===== src/rtl/mp64_dma_arb.sv =====
// mp64_dma_arb: round-robin arbiter sharing one byte-wide DMA memory port among NUM_M masters
module mp64_dma_arb #(
  parameter int NUM_M     = 2,
  parameter int IDW       = 3,
  parameter int MAX_BURST = 16
) (
  input  logic                  clk,
  input  logic                  rst,
  input  logic [NUM_M-1:0]      m_req,
  input  logic [64*NUM_M-1:0]   m_addr,
  input  logic [8*NUM_M-1:0]    m_wdata,
  input  logic [NUM_M-1:0]      m_wen,
  output logic [7:0]            m_rdata,
  output logic [NUM_M-1:0]      m_ack,
  output logic                  mem_req,
  output logic [63:0]           mem_addr,
  output logic [7:0]            mem_wdata,
  output logic                  mem_wen,
  input  logic [7:0]            mem_rdata,
  input  logic                  mem_ack,
  output logic                  gnt_valid,
  output logic [IDW-1:0]        gnt_id
);
  typedef enum logic {IDLE, OWN} state_t;
  state_t state_q, state_d;
  logic [IDW-1:0] gnt_q, gnt_d, last_q, last_d, sel;
  logic [7:0] bcnt_q, bcnt_d, bcnt_inc;
  logic cur_req, other, found, own, done, rel;
  assign own       = state_q == OWN;
  assign mem_req   = own & cur_req;
  assign m_rdata   = mem_rdata;
  assign gnt_valid = own;
  assign gnt_id    = gnt_q;
  assign bcnt_inc  = (bcnt_q == 8'hFF) ? bcnt_q : bcnt_q + 8'd1;
  assign done      = cur_req & mem_ack;
  assign rel       = !cur_req || (done && bcnt_inc >= 8'(MAX_BURST) && other);
  always_comb begin
    cur_req   = 1'b0;
    other     = 1'b0;
    mem_addr  = '0;
    mem_wdata = '0;
    mem_wen   = 1'b0;
    m_ack     = '0;
    for (int k = 0; k < NUM_M; k++) begin
      if (gnt_q == IDW'(k)) begin
        cur_req   = m_req[k];
        mem_addr  = m_addr[64*k +: 64];
        mem_wdata = m_wdata[8*k +: 8];
        mem_wen   = m_wen[k];
        m_ack[k]  = own & mem_ack & m_req[k];
      end else begin
        other = other | m_req[k];
      end
    end
  end
  always_comb begin
    sel   = last_q;
    found = 1'b0;
    for (int i = 1; i <= NUM_M; i++) begin
      for (int k = 0; k < NUM_M; k++) begin
        if (!found && m_req[k] && k == (int'(last_q) + i) % NUM_M) begin
          sel   = IDW'(k);
          found = 1'b1;
        end
      end
    end
  end
  always_comb begin
    state_d = own ? (rel ? IDLE : OWN) : (|m_req ? OWN : IDLE);
    gnt_d   = (!own && |m_req) ? sel : gnt_q;
    last_d  = (own && rel) ? gnt_q : last_q;
    bcnt_d  = !own ? 8'd0 : (done ? bcnt_inc : bcnt_q);
  end
  always_ff @(posedge clk) begin
    if (rst) begin
      state_q <= IDLE;
      gnt_q   <= '0;
      last_q  <= IDW'(NUM_M - 1);
      bcnt_q  <= '0;
    end else begin
      state_q <= state_d;
      gnt_q   <= gnt_d;
      last_q  <= last_d;
      bcnt_q  <= bcnt_d;
    end
  end
endmodule


===== config.mk =====
export PLATFORM = sky130hd
export DESIGN_NAME = mp64_dma_arb
export DESIGN_NICKNAME = d
export VERILOG_FILES = /design/src/rtl/mp64_dma_arb.sv
export SDC_FILE = /design/constraint.sdc
export NUM_CORES = 1
export LEC_CHECK = 0
export ABC_AREA = 0
export CORE_AREA = 2 2 96 98
export DETAILED_ROUTE_END_ITERATION = 8
export DIE_AREA = 0 0 98 100
export GPL_TIMING_DRIVEN = 0
export PLACE_DENSITY_LB_ADDON = 0.08
export SYNTH_ARGS = -nofsm -noshare
export SYNTH_HDL_FRONTEND = slang
export SYNTH_SLANG_ARGS = --single-unit

===== constraint.sdc =====
create_clock -name clk -period 2.5 [get_ports clk]
set_clock_uncertainty 0.1 [all_clocks]
set_input_delay 0.375 -clock clk [delete_from_list [all_inputs] [get_ports clk]]
set_output_delay 0.375 -clock clk [all_outputs]
set_load 0.005 [all_outputs]

==> impl_metrics.yaml <==
run_status:
  outcome: "completed"
final_layout:
  multiInputGateArea_um2: 1120
  post-route-util: 0.468
  fillers: 870
  drive_above_1_share: 0.0937
  design_area_um2: 4160
  fin_cells: 538
  syn2layout_area_growth_pct: 172
  nets: 588
  final-seq-area_um2: 262
  diodes: 0
die:
  start_util: 0.172
  ios: 247
  die_h_um: 100
  row_count: 35
  dieArea_um2: 9800
  die_x_um: 98
  coreArea_um2: 8890
sta:
  drv_slew: 0
  finalCritPeriodShare: 0.963
  fin_ws_ns: 0.0915
  setup_viol: 0
  worst_pin_slew_ns: 0.424
  rsz0062_at_grt: "yes"
  fin_crit_ns: 2.41
  slew-limit-headroom: 0.718
  hold_violations: 0
  max_freq_mhz: 415
flow_run:
  drv_cap: 0
power_and_ir_drop:
  power.leakage_nw: 1.60
  p_int_uw: 871
  clockPowerShare: 0.160
  power_density_nw_per_um2: 287
  switching_share: 0.269
  power_frac_seq: 0.182
  finalPower_mw: 1.19
  power.share.combinational: 0.658
  vdd_drop_max_mv: 0.148
  p_switching_uw: 321
worst_setup_path:
  cp-start-kind: "input pin"
  cp.arrival_ns: 1.93
  cp_max_fo: 8
  critPathKind: "input pin to output port"
  crit_path_end_kind: "output port"
  required_ns: 2.03
  reg2reg_depth: 6
placement:
  dp_hpwl_um: 7930
  io_buffer_count: 237
  place_area_um2: 4040
  dp_slack_ns: -0.0676
  place_congestion: 0.842
  dp_cells: 533
grt:
  overflow: 0
  grt_util_all_layers: 0.177
  grt_max_degree: 11
  grt_pass1_wl_um: 14000
  antenna_found_initial: 0
  grt_pass1_vias: 2306
clock_tree:
  cts_sinks: 13
  clkTransAtPathRegs_ns: 0.06
  tritoncts: "yes"
  clock_path_buffers: 2
  cts_root_buf: "clkbuf_8"
  cts_made_buffers: 3
  worstSkewPairLatency_ns: 0.24
  htreeDepth: 1
synthesis:
  avgSynthCellArea_um2: 8.26
  async_flop_share: 0
  ys_types: 35
  syn_inst: 185
  synth_common_cells: "73 x a22o_1, 13 x dfxtp_1, 9 x buf_2, 9 x buf_4, 8 x nor2_1"
  yosysTopAreaCell: "a22o_1"
  ys_ff_latch: 13
  ys_seq_area_frac: 0.170
  synthTopCellsByArea: "a22o_1 42%, dfxtp_1 17%, buf_4 4.4%"
  synth_edf_count: 0
  synth_fp_nets: 345
  yosysMostFrequentCell: "a22o_1"
  synth_top_area_share: 0.419
  syn-cell-area_um2: 1530
  synthFlopType: "dfxtp_1"
  ys_warn_count: 0
drt:
  drcViolationCount: 0
  drtIter0Drc: 92
  antenna_left: 0
  routed_wl_um: 9510
  dr.pass1.iters: 4
  avgRoutedWirePerCell_um: 17.7
  vias_per_cell: 4.60
  num_vias: 2475
min_path:
  hold_path.class: "input pin to flip-flop"
  hold-path-cell-count: 2
-- per-layer routing --
| layer | global-route usage | wire length (um) | up-vias |
|---|---|---|---|
| met5 | 0 | 0 | - |
| met1 | 0.229 | 4010 | 1149 |
| li1 | - | - | 1224 |
| met4 | 0.0235 | 78 | 0 |
| met2 | 0.310 | 4800 | 94 |
| met3 | 0.0404 | 627 | 8 |
-- power groups by stage --
stage          registers [mW]  logic [mW]  clock network, mW
2_1_floorplan           0.220       0.231                  0
3_5_place_dp            0.222       0.771                  0
6_report                0.217       0.784              0.190
3_3_place_gp            0.221       0.770                  0
5_1_grt                 0.218       0.833              0.208
4_1_cts                 0.217       0.786              0.198
-- cells by family after synthesis --
family | after synthesis | synth area share
AO/OA/AOI/OAI | 94 | 0.526
adder cells (fa/ha/maj) | 1 | 0.00819
buffers and inverters | 33 | 0.111
flip-flops | 13 | 0.170
multiplexers | 4 | 0.0295
AND/OR/NAND/NOR | 40 | 0.156
-- registers in the layout, summed over array words and instances (netlist names) --
signal,count
bcnt_q,8
gnt_id,3
gnt_valid,1
last_q,1
-- worst paths after layout --
check | startpoint | end | slack [ns]
worst max-delay path | m_req[0] | mem_req | 0.09
worst min-delay path | rst | gnt_id[0] | 0.36
worst max register to register | bcnt_q[0] | bcnt_q[0] | 0.73
worst min register to register | bcnt_q[2] | bcnt_q[2] | 0.39
-- critical path: stages --
cell and delay [ns]:
clkdlybuf4s50_1 0.53, mux2_4 0.36, and3_1 0.20, clkdlybuf4s50_1 0.47
-- stage by stage --
step | setup TNS (ns) | hold slack (ns)
finish | 0 | 0.358
global route | -0.217 | 0.415
CTS | 0 | 0.361
detailed placement | -0.623 | 0.385
global placement | -0.443 | 0.378
floorplan | 0 | 0.356
-- timing repair --
item	in CTS	in global routing
buffers inserted	1	0
pin swaps	1	0
hold endpoints to repair	0	0
gates resized for setup	18	11
hold buffers	0	0
setup endpoints to repair	71	52
-- layout by cell type (no fill, tap or decap), types with 3 or more instances in the layout --
cell / count
a21oi_1: 5
a22o_1: 72
a311oi_1: 3
and2_1: 3
and3_1: 6
buf_4: 19
clkbuf_4: 5
clkbuf_8: 3
clkdlybuf4s50_1: 237
dfxtp_1: 12
inv_1: 5
mux2i_1: 3
nand3_1: 5
nor2_1: 8
nor3_1: 5
o21ai_0: 3
-- cell type report --
type                       count  area share
timing repair buffer         238       0.572
multi-input combinational    139       0.269
sequential                    13      0.0629
buffer                        28      0.0469
tap                          111      0.0334
clock buffer                   3     0.00993
inverter                       5     0.00451
clock inverter                 1     0.00120
Note: power is estimated with default switching activity, not from simulation.
